--- src/rtl/sr_latch_bank_ctrl_pkg.sv ---
// sr_latch_pkg: shared types and helpers for the SR latch bank controller.
//   state_t   : controller sequencing states (IDLE -> PULSE -> HOLD -> CHECK).
//   cnt_width : width of the phase cycle counter, clog2(max(pulse, hold) + 1).
package sr_latch_pkg;

  typedef enum logic [1:0] {
    ST_IDLE  = 2'd0,
    ST_PULSE = 2'd1,
    ST_HOLD  = 2'd2,
    ST_CHECK = 2'd3
  } state_t;

  function automatic int cnt_width(input int pulse_cycles, input int hold_cycles);
    int m;
    m = (pulse_cycles > hold_cycles) ? pulse_cycles : hold_cycles;
    return $clog2(m + 1);
  endfunction

endpackage

--- src/rtl/sr_latch_bank_ctrl_rr_arbiter.sv ---
// rr_arbiter: purely combinational round-robin arbiter.
//   i_req   [NUM_REQ] : request vector
//   i_ptr   [IDW]     : last granted index; search starts at i_ptr+1 and wraps
//   o_grant [NUM_REQ] : one-hot grant (all zero when nothing requests)
//   o_idx   [IDW]     : encoded index of the granted requester
module rr_arbiter #(
  parameter int NUM_REQ = 4,
  localparam int IDW = $clog2(NUM_REQ)
) (
  input  logic [NUM_REQ-1:0] i_req,
  input  logic [IDW-1:0]     i_ptr,
  output logic [NUM_REQ-1:0] o_grant,
  output logic [IDW-1:0]     o_idx
);

  always_comb begin
    int unsigned c;
    logic        found;
    c       = 0;
    found   = 1'b0;
    o_grant = '0;
    o_idx   = '0;
    for (int unsigned k = 1; k <= NUM_REQ; k++) begin
      c = (32'(i_ptr) + k) % NUM_REQ;
      if (!found && i_req[c]) begin
        found      = 1'b1;
        o_grant[c] = 1'b1;
        o_idx      = IDW'(c);
      end
    end
  end

endmodule

--- src/rtl/sr_latch_bank_ctrl.sv ---
// sr_latch_bank_ctrl: round-robin write sequencer for a bank of NAND SR latches.
//   clk, rst_n              : clock, async active-low reset
//   req_valid/addr/val      : per-requester write requests (addr slice i*AW +: AW)
//   req_ready               : one-hot accept, only while IDLE
//   latch_s_n / latch_r_n   : registered active-low set/reset pulses to the bank
//   latch_q                 : bank readback
//   busy, grant_id          : not-IDLE flag, last accepted requester
//   err_mismatch, err_range : sticky error flags, cleared by err_clr (set wins)
module sr_latch_bank_ctrl
  import sr_latch_pkg::*;
#(
  parameter int NUM_REQ      = 4,
  parameter int NUM_BITS     = 8,
  parameter int PULSE_CYCLES = 2,
  parameter int HOLD_CYCLES  = 1,
  localparam int AW  = $clog2(NUM_BITS),
  localparam int IDW = $clog2(NUM_REQ)
) (
  input  logic                  clk,
  input  logic                  rst_n,
  input  logic [NUM_REQ-1:0]    req_valid,
  input  logic [NUM_REQ*AW-1:0] req_addr,
  input  logic [NUM_REQ-1:0]    req_val,
  output logic [NUM_REQ-1:0]    req_ready,
  output logic [NUM_BITS-1:0]   latch_s_n,
  output logic [NUM_BITS-1:0]   latch_r_n,
  input  logic [NUM_BITS-1:0]   latch_q,
  output logic                  busy,
  output logic [IDW-1:0]        grant_id,
  output logic                  err_mismatch,
  output logic                  err_range,
  input  logic                  err_clr
);

  localparam int              CW         = cnt_width(PULSE_CYCLES, HOLD_CYCLES);
  localparam logic [CW-1:0]   PULSE_LAST = CW'(PULSE_CYCLES - 1);
  localparam logic [CW-1:0]   HOLD_LAST  = CW'(HOLD_CYCLES - 1);
  localparam logic [AW:0]     BANK_SIZE  = (AW+1)'(NUM_BITS);

  state_t                r_state, w_state_nxt;
  logic [CW-1:0]         r_cnt, w_cnt_nxt;
  logic [AW-1:0]         r_addr, w_addr_nxt;
  logic                  r_val, w_val_nxt;
  logic [IDW-1:0]        r_ptr, w_ptr_nxt;
  logic [NUM_BITS-1:0]   r_s_n, r_r_n, w_s_n_nxt, w_r_n_nxt;
  logic                  r_err_m, r_err_r, w_err_m_nxt, w_err_r_nxt;

  logic [NUM_REQ-1:0]    w_grant;
  logic [IDW-1:0]        w_gidx;
  logic                  w_idle, w_xfer, w_req_val, w_readback;
  logic [AW-1:0]         w_req_addr;
  logic [NUM_BITS-1:0]   w_req_dec, w_cur_dec;

  rr_arbiter #(.NUM_REQ(NUM_REQ)) u_arb (
    .i_req   (req_valid),
    .i_ptr   (r_ptr),
    .o_grant (w_grant),
    .o_idx   (w_gidx)
  );

  assign w_idle    = (r_state == ST_IDLE);
  assign req_ready = w_idle ? w_grant : '0;
  assign w_xfer    = |(req_valid & req_ready);

  always_comb begin
    w_req_addr = '0;
    w_req_val  = 1'b0;
    for (int unsigned k = 0; k < NUM_REQ; k++) begin
      if (w_grant[k]) begin
        w_req_addr = req_addr[k*AW +: AW];
        w_req_val  = req_val[k];
      end
    end
  end

  // Decoders avoid variable bit-selects that could run past NUM_BITS.
  always_comb begin
    w_req_dec = '0;
    w_cur_dec = '0;
    for (int unsigned i = 0; i < NUM_BITS; i++) begin
      w_req_dec[i] = (w_req_addr == AW'(i));
      w_cur_dec[i] = (r_addr == AW'(i));
    end
  end

  assign w_readback = |(latch_q & w_cur_dec);

  always_comb begin
    w_state_nxt = r_state;
    w_cnt_nxt   = r_cnt;
    w_addr_nxt  = r_addr;
    w_val_nxt   = r_val;
    w_ptr_nxt   = r_ptr;
    w_s_n_nxt   = '1;
    w_r_n_nxt   = '1;
    w_err_m_nxt = r_err_m & ~err_clr;
    w_err_r_nxt = r_err_r & ~err_clr;
    unique case (r_state)
      ST_IDLE: begin
        if (w_xfer) begin
          w_ptr_nxt = w_gidx;
          if ({1'b0, w_req_addr} < BANK_SIZE) begin
            w_addr_nxt  = w_req_addr;
            w_val_nxt   = w_req_val;
            w_cnt_nxt   = '0;
            w_state_nxt = ST_PULSE;
            // Pulse is registered at the accept edge so it starts at E0.
            if (w_req_val) w_s_n_nxt = ~w_req_dec;
            else           w_r_n_nxt = ~w_req_dec;
          end else begin
            w_err_r_nxt = 1'b1;
          end
        end
      end
      ST_PULSE: begin
        if (r_cnt == PULSE_LAST) begin
          w_cnt_nxt   = '0;
          w_state_nxt = ST_HOLD;
        end else begin
          w_cnt_nxt = r_cnt + 1'b1;
          w_s_n_nxt = r_s_n;
          w_r_n_nxt = r_r_n;
        end
      end
      ST_HOLD: begin
        if (r_cnt == HOLD_LAST) begin
          w_cnt_nxt   = '0;
          w_state_nxt = ST_CHECK;
        end else begin
          w_cnt_nxt = r_cnt + 1'b1;
        end
      end
      ST_CHECK: begin
        if (w_readback != r_val) w_err_m_nxt = 1'b1;
        w_state_nxt = ST_IDLE;
      end
      default: w_state_nxt = ST_IDLE;
    endcase
  end

  always_ff @(posedge clk or negedge rst_n) begin
    if (!rst_n) begin
      r_state <= ST_IDLE;
      r_cnt   <= '0;
      r_addr  <= '0;
      r_val   <= 1'b0;
      r_ptr   <= IDW'(NUM_REQ - 1);
      r_s_n   <= '1;
      r_r_n   <= '1;
      r_err_m <= 1'b0;
      r_err_r <= 1'b0;
    end else begin
      r_state <= w_state_nxt;
      r_cnt   <= w_cnt_nxt;
      r_addr  <= w_addr_nxt;
      r_val   <= w_val_nxt;
      r_ptr   <= w_ptr_nxt;
      r_s_n   <= w_s_n_nxt;
      r_r_n   <= w_r_n_nxt;
      r_err_m <= w_err_m_nxt;
      r_err_r <= w_err_r_nxt;
    end
  end

  assign latch_s_n    = r_s_n;
  assign latch_r_n    = r_r_n;
  assign busy         = !w_idle;
  assign grant_id     = r_ptr;
  assign err_mismatch = r_err_m;
  assign err_range    = r_err_r;

  a_no_forbidden: assert property (@(posedge clk) disable iff (!rst_n)
    ((~latch_s_n & ~latch_r_n) == '0));
  a_single_pulse: assert property (@(posedge clk) disable iff (!rst_n)
    $onehot0(~latch_s_n | ~latch_r_n));

endmodule

--- config.mk ---
export PLATFORM = sky130hd
export DESIGN_NAME = sr_latch_bank_ctrl
export DESIGN_NICKNAME = d
export VERILOG_FILES = /design/src/rtl/sr_latch_bank_ctrl_pkg.sv /design/src/rtl/sr_latch_bank_ctrl_rr_arbiter.sv /design/src/rtl/sr_latch_bank_ctrl.sv
export SDC_FILE = /design/constraint.sdc
export NUM_CORES = 1
export LEC_CHECK = 0
export ABC_AREA = 0
export CAP_MARGIN = 20
export CORE_MARGIN = 1.5
export CORE_UTILIZATION = 44
export DETAILED_ROUTE_END_ITERATION = 10
export PLACE_DENSITY = 0.76
export SYNTH_ARGS = -nofsm -noshare
export SYNTH_HDL_FRONTEND = slang
export SYNTH_SLANG_ARGS = --single-unit
--- constraint.sdc ---
create_clock -name clk -period 3.8 [get_ports clk]
set_input_delay 0.57 -clock clk [delete_from_list [all_inputs] [get_ports clk]]
set_output_delay 0.57 -clock clk [all_outputs]
set_load 0.01 [all_outputs]
Word-level counts from Yosys, hierarchy flattened
Index checks and enable logic that the tools add are counted.
W data, S select, Z words.
{"block": "totals", "ram_bits": 0, "register_bits": 28, "output_inout_bits": 25, "latchBits": 0, "input_bits": 31, "wordCells": 127, "n_memories": 0, "rom_bits": 0}
{"block": "classes", "n_mux": 53, "multipliers": 0, "n_div": 0, "n_eq_ne": 22, "bitwise": 9, "addsub": 5, "n_reduce_logical": 21, "shifts": 0, "magnitude_cmp": 8}
{"operator": "$mux W8", "count": 5}
{"operator": "$pmux W8 S2", "count": 2}
{"operator": "$eq A3 B3 Y1 const B", "count": 8}
{"operator": "$mux W2", "count": 10}
{"operator": "$mux W4", "count": 5}
{"operator": "$mux W1", "count": 17}
{"operator": "$eq A3 B2 Y1 const B", "count": 4}
{"operator": "$lt A2 B3 Y1 const B", "count": 4}
{"operator": "$mux W3", "count": 4}
{"operator": "$or A4 B4 Y4", "count": 3}
{"operator": "$and A8 B8 Y8", "count": 1}
{"operator": "$bmux W1 S2", "count": 4}
{"operator": "$demux W1 S2", "count": 4}
{"operator": "$ge A2 B1 Y1 const B", "count": 4}
{"operator": "$not A8 Y8", "count": 1}
{"operator": "$pmux W2 S4", "count": 1}
{"operator": "$reduce_or A8 Y1", "count": 1}
{"operator": "$logic_and A1 B1 Y1", "count": 7}
{"operator": "$add A2 B1 Y2 const B", "count": 3}
{"operator": "$eq A3 B1 Y1 const B", "count": 2}
{"operator": "$logic_not A3 Y1", "count": 2}
{"operator": "$pmux W2 S3", "count": 1}
{"operator": "$add A2 B2 Y2 const B", "count": 2}
{"operator": "$and A4 B4 Y4", "count": 1}
{"operator": "other kinds (13)", "count": 22}

Logic depth before layout (Yosys ltp)
{"block": "logic_depth", "depth_word": 22, "mapped_depth": 13, "depth_no_buf": 10}

Hierarchy
A second synthesis with hierarchy kept.
{"block": "hier_totals", "hier_cells": 211, "area_unflattened_um2": 2204.6}
{"mod": "sr_latch_bank_ctrl", "cells_each": 143, "n_inst": 1, "area_each_um2": 1659.1, "seq_area_each_um2": 723.2}
{"mod": "rr_arbiter", "cells_each": 68, "n_inst": 1, "area_each_um2": 545.5, "seq_area_each_um2": 0.0}

Least setup slack after synthesis
OpenSTA, ideal clock, no wires.
{"block": "synth_path", "path_kind": "register to register", "from": "reg r_ptr[0], in the netlist grant_id[0]", "to": "reg r_s_n[0], in the netlist latch_s_n[0]", "n_path_buf": 2, "t_arrival_ps": 3801, "path_stages_with_launch": 12, "synth_period_minus_slack_ps": 3881, "t_required_ps": 3720, "slack_ps": -81, "setup_time_ps": 80, "cell_sequence": "dfstp_2 buf_6 buf_2 inv_1 ha_1 mux4_2 a211oi_1 a2bb2oi_4 mux2_4 a221o_1 or4b_4 o22a_1"}
{"block": "synth_between", "elab_chain_len": 22, "elab_cells_between_ends": 64, "classes_between": "4 x add/sub; 8 x order compare; 35 x mux; 5 x bitwise; 12 x reduce/logical"}
{"item": "start, declared", "line_no": "sr_latch_bank_ctrl.sv:44", "rtl": "logic [IDW-1:0] r_ptr, w_ptr_nxt;"}
{"item": "start signal, assigned", "line_no": "sr_latch_bank_ctrl.sv:147", "rtl": "r_ptr <= IDW'(NUM_REQ - 1);"}
{"item": "start signal, assigned", "line_no": "sr_latch_bank_ctrl.sv:157", "rtl": "r_ptr <= w_ptr_nxt;"}
{"item": "parallel branches: the longest is 12 deep, another holds $lt A2 B3 Y1"}
{"item": "$mux W4 (*)", "line_no": "sr_latch_bank_ctrl_rr_arbiter.sv:25", "rtl": "if (!found && i_req[c]) begin"}
{"item": "$mux W3 (4 in a row)", "line_no": "sr_latch_bank_ctrl.sv:69", "rtl": "if (w_grant[k]) begin"}
{"item": "$logic_not A3 Y1", "line_no": "sr_latch_bank_ctrl.sv:81", "rtl": "w_req_dec[i] = (w_req_addr == AW'(i));"}
{"item": "$not A8 Y8", "line_no": "sr_latch_bank_ctrl.sv:108", "rtl": "if (w_req_val) w_s_n_nxt = ~w_req_dec;"}
{"item": "$mux W8", "line_no": "sr_latch_bank_ctrl.sv:108"}
{"item": "$mux W8 (*)", "line_no": "sr_latch_bank_ctrl.sv:100", "rtl": "if (w_xfer) begin"}
{"item": "$pmux W8 S2 (*)", "line_no": "sr_latch_bank_ctrl.sv:98", "rtl": "unique case (r_state)"}
{"item": "end signal, assigned", "line_no": "sr_latch_bank_ctrl.sv:158", "rtl": "r_s_n <= w_s_n_nxt;"}
{"item": "end, declared", "line_no": "sr_latch_bank_ctrl.sv:45", "rtl": "logic [NUM_BITS-1:0] r_s_n, r_r_n, w_s_n_nxt, w_r_n_nxt;"}
Every way passes the cells marked *. The select of a mux whose other input is x is not followed.
A chain may end at the register's enable or synchronous reset.

Worst setup path in the final report
{"block": "layout_path", "from": "in req_valid[3]", "to": "out req_ready[3]"}
{"block": "layout_between", "elab_chain_len": 13, "elab_cells_between_ends": 25, "classes_between": "16 x mux; 3 x bitwise; 6 x reduce/logical"}
{"item": "start, declared", "line_no": "sr_latch_bank_ctrl.sv:21", "rtl": "input logic [NUM_REQ-1:0] req_valid,"}
{"item": "$bmux W1 S2", "line_no": "sr_latch_bank_ctrl_rr_arbiter.sv:25"}
{"item": "$mux W1 (implied by the code)", "line_no": "sr_latch_bank_ctrl_rr_arbiter.sv:25"}
{"item": "$mux W1", "line_no": "sr_latch_bank_ctrl_rr_arbiter.sv:25"}
{"item": "$logic_not A1 Y1", "line_no": "sr_latch_bank_ctrl_rr_arbiter.sv:25"}
{"item": "$logic_and A1 B1 Y1", "line_no": "sr_latch_bank_ctrl_rr_arbiter.sv:25"}
{"item": "$mux W1", "line_no": "sr_latch_bank_ctrl_rr_arbiter.sv:25"}
{"item": "$logic_not A1 Y1", "line_no": "sr_latch_bank_ctrl_rr_arbiter.sv:25"}
{"item": "$logic_and A1 B1 Y1", "line_no": "sr_latch_bank_ctrl_rr_arbiter.sv:25"}
{"item": "$mux W1", "line_no": "sr_latch_bank_ctrl_rr_arbiter.sv:25"}
{"item": "$logic_not A1 Y1", "line_no": "sr_latch_bank_ctrl_rr_arbiter.sv:25"}
{"item": "$logic_and A1 B1 Y1", "line_no": "sr_latch_bank_ctrl_rr_arbiter.sv:25"}
{"item": "$mux W4 (*)", "line_no": "sr_latch_bank_ctrl_rr_arbiter.sv:25"}
{"item": "$mux W4 (*)", "line_no": "sr_latch_bank_ctrl.sv:62", "rtl": "assign req_ready = w_idle ? w_grant : '0;"}
{"item": "end, declared", "line_no": "sr_latch_bank_ctrl.sv:24", "rtl": "output logic [NUM_REQ-1:0] req_ready,"}
Every way passes the cells marked *; elsewhere a longest branch is shown, timed or not. The select of a mux whose other input is x is not followed.

==> impl_metrics.ini <==
[worst_setup_path]
worstPathRequired_ns = 3.23
endpoint_kind = output pin
crit_arrival_ns = 3.09
cp_common_cell = clkdlybuf4s50_1
crit_start = req_valid[3]
r2r-start = grant_id[1]$_DFFE_PN1P_
slowest_stage = mux4_2
crit_type = in -> out
cp_cell_sequence = clkdlybuf4s50_1, mux4_2, inv_1, nand2_1, o221ai_2, and2_1, clkdlybuf4s50_1
critPathLaunchType = input port
critical_path.max_fanout = 10
cp_slowest_stage_delay_ns = 0.59

[timing]
max_freq_mhz = 273
fin_crit_sh = 0.964
rsz0062_at_grt = no
finClkSkew_ns = 0.00417
slew_viol_final = 0
worst_pin_slew_ns = 0.846
setup_violations = 0
holdWs_ns = 0.524
hold_viol = 0
period_needed_ns = 3.66
slew_headroom = 0.434

[synth]
syn-cell-area_sq_um = 2150
synth-simple-area-share = 0.138
synthAdderAreaFrac = 0.105
synth_fp_nets = 249
synth_edf_count = 0
ys_ff_latch = 28
async_flop_share = 1.00
synth_ff_type = dfstp_2
syn_avg_cell_area_sq_um = 10.7
synth_xor_area_frac = 0.00816
synth.mux.area_fraction = 0.160
yosysUniqueCellTypes = 46
ys_warn_count = 0
synth_top_family_by_area = compound AO/OA/AOI/OAI gates
synth_compound_area_frac = 0.206
syn_inst = 200
ys_seq_area_frac = 0.337

[pwr]
p_leak_uw = 0.00119
power_frac_clock = 0.094
p_seq_frac = 0.180
switching_power_uw = 1090
power_density_nw_per_um2 = 864
irDropWorstVdd_mv = 0.557
pwr-share-comb = 0.726
p_int_uw = 1450
swShare = 0.430

[clock_tree]
ctsHoldBuffers = 0
cts_root_buf = clkbuf_8
cts_max_level = 1
clk_pin_slew_ns = 0.10
ctsResizeCount = 0
cts_tree = built
cts_buffers = 3
clkSinkCount = 28
insertion_delay_ns = 0.28
clockBufferDepth = 2
cts_setup_buffers = 0

[finish]
nFillCells = 395
areaGrowthSynthToFinish_pct = 36.9
drive_gt1_frac = 0.249
n_antenna_cell = 0
instances_no_fill = 332
nets = 315

[route]
routed_via_density = 5.40
first_iter_violations = 131
ant_nets = 0
firstDrtPassIters = 4
vias = 1794
drc = 0
routed_wl_mm = 5.16
wl_per_cell_um = 15.6

[floorplanning]
start_util = 0.454
io_pins = 56
die_h_um = 72.8
die_w_um = 72.8
core-area_sq_um = 4720
std_cell_rows = 25
die_area_sq_um = 5300

[global_route]
grt_pass1_wl_mm = 8.61
grt_pass1_vias = 1764
grt_max_degree = 21
antenna_found_initial = 0
grt.overflow.total = 0
grt_use_total = 0.206

[worst_hold_path]
hp-start = err_range$_DFF_PN0_
min_path_type = reg -> reg

[placement]
portBuffers = 55
dp_hpwl_mm = 3.98
dp_cells = 328
gp_congestion = 0.899

[run_status]
status = completed

[flow_run]
cap_violations = 0
-- registers in the layout, summed over array words and instances, names as in the netlist --
register	flops
err_mismatch	1
err_range	1
grant_id	2
latch_r_n	8
latch_s_n	8
r_addr	3
r_cnt	2
r_state	2
r_val	1
-- critical path: cells and delay by family --
family	cells	cell delay [ns]
buf+inv	3	1.28
mux	1	0.59
compound gates	1	0.35
simple gates	2	0.30
-- cells in the final DEF (no fill, tap or decap), types with 2 or more instances in the layout --
master and n:
a21boi_0 4, a21oi_1 5, a221o_1 4, and2_1 6, buf_4 16, clkbuf_8 3
clkdlybuf4s50_1 55, dfrtp_1 10, dfstp_2 18, ha_1 17, inv_1 11, mux2_2 8
mux2_4 2, mux2i_1 11, mux4_2 5, nand2_1 15, nand2b_1 7, nand3b_1 3
nor2_1 8, nor2b_1 3, o21ai_0 5, o22a_1 16, o22ai_1 5, or2_2 2
or4b_4 2, xnor2_1 2
-- synth_stat cells (2+ instances only) --
master,count,share of area
nor2_1,8,0.014
ha_1,18,0.10
buf_2,6,0.014
a221o_1,4,0.019
clkbuf_1,3,0.0052
nand3b_1,3,0.010
o22ai_1,5,0.015
a21boi_0,4,0.014
nor2b_1,3,0.0087
mux2_2,8,0.042
nand2b_1,7,0.020
or2_2,2,0.0058
inv_1,11,0.019
dfrtp_1,10,0.12
a21oi_1,5,0.012
and2_1,6,0.017
nand2_1,15,0.026
mux2_4,2,0.014
mux2i_1,11,0.051
o21ai_0,5,0.012
dfstp_2,18,0.22
xnor2_1,2,0.0082
o22a_1,16,0.065
or4b_4,2,0.013
mux4_2,5,0.052
-- layout make-up --
type | instances | area (sq um) | area share
Multi-Input combinational cell | 150 | 1340 | 0.457
Sequential cell | 28 | 723 | 0.246
Timing Repair Buffer | 71 | 671 | 0.228
Tap cell | 67 | 83.8 | 0.0285
Inverter | 12 | 45.0 | 0.0153
Clock buffer | 3 | 41.3 | 0.0141
Clock inverter | 1 | 30.0 | 0.0102
-- power by group through the flow --
| stage | Combinational (uW) | Sequential [uW] | Clock [uW] |
|---|---|---|---|
| 2_1_floorplan | 1220 | 481 | 0 |
| 3_3_place_gp | 1780 | 460 | 0 |
| 3_5_place_dp | 1820 | 461 | 0 |
| 4_1_cts | 1840 | 457 | 240 |
| 5_1_grt | 2010 | 469 | 253 |
| 6_report | 1840 | 458 | 239 |
-- through the flow --
step | setup TNS (ns) | utilization | cell area [sq um] | worst slack [ns] | total power (uW)
2_1_floorplan | 0 | - | 2160 | 0.0184 | 1710
3_3_place_gp | 0 | 0.607 | 2870 | 0.00263 | 2240
3_5_place_dp | -0.360 | 0.607 | 2870 | -0.0449 | 2280
4_1_cts | 0 | 0.622 | 2940 | 0.154 | 2530
5_1_grt | 0 | 0.622 | 2940 | 0.0107 | 2730
6_report | 0 | 0.622 | 2940 | 0.137 | 2540
-- final timing paths --
path | to | slack (ns) | cells after the start
setup / recovery | req_ready[3] | 0.14 | 7
hold / removal | err_range$_DFF_PN0_ | 0.52 | 1
setup reg to reg | latch_s_n[0]$_DFFE_PN1P_ | 0.19 | 10
hold reg to reg | err_range$_DFF_PN0_ | 0.52 | 1
max in group asynchronous | latch_r_n[3]$_DFFE_PN1P_ | 2.29 | 2
min in group asynchronous | r_cnt[0]$_DFFE_PN0P_ | 0.77 | 1
-- per-layer routing --
layer	GRT usage	wire length [um]	up-vias
li1	-	-	868
met1	0.299	2480	862
met2	0.339	2430	58
met3	0.0207	220	6
met4	0.0356	40	0
met5	0	0	-
-- cells by family after synthesis --
| family | Yosys count |
|---|---|
| simple gates | 51 |
| compound gates | 53 |
| flops | 28 |
| xor+xnor | 2 |
| fa+ha+maj | 18 |
| mux | 26 |
| buf+inv | 22 |
(Power assumes the default switching activity.)
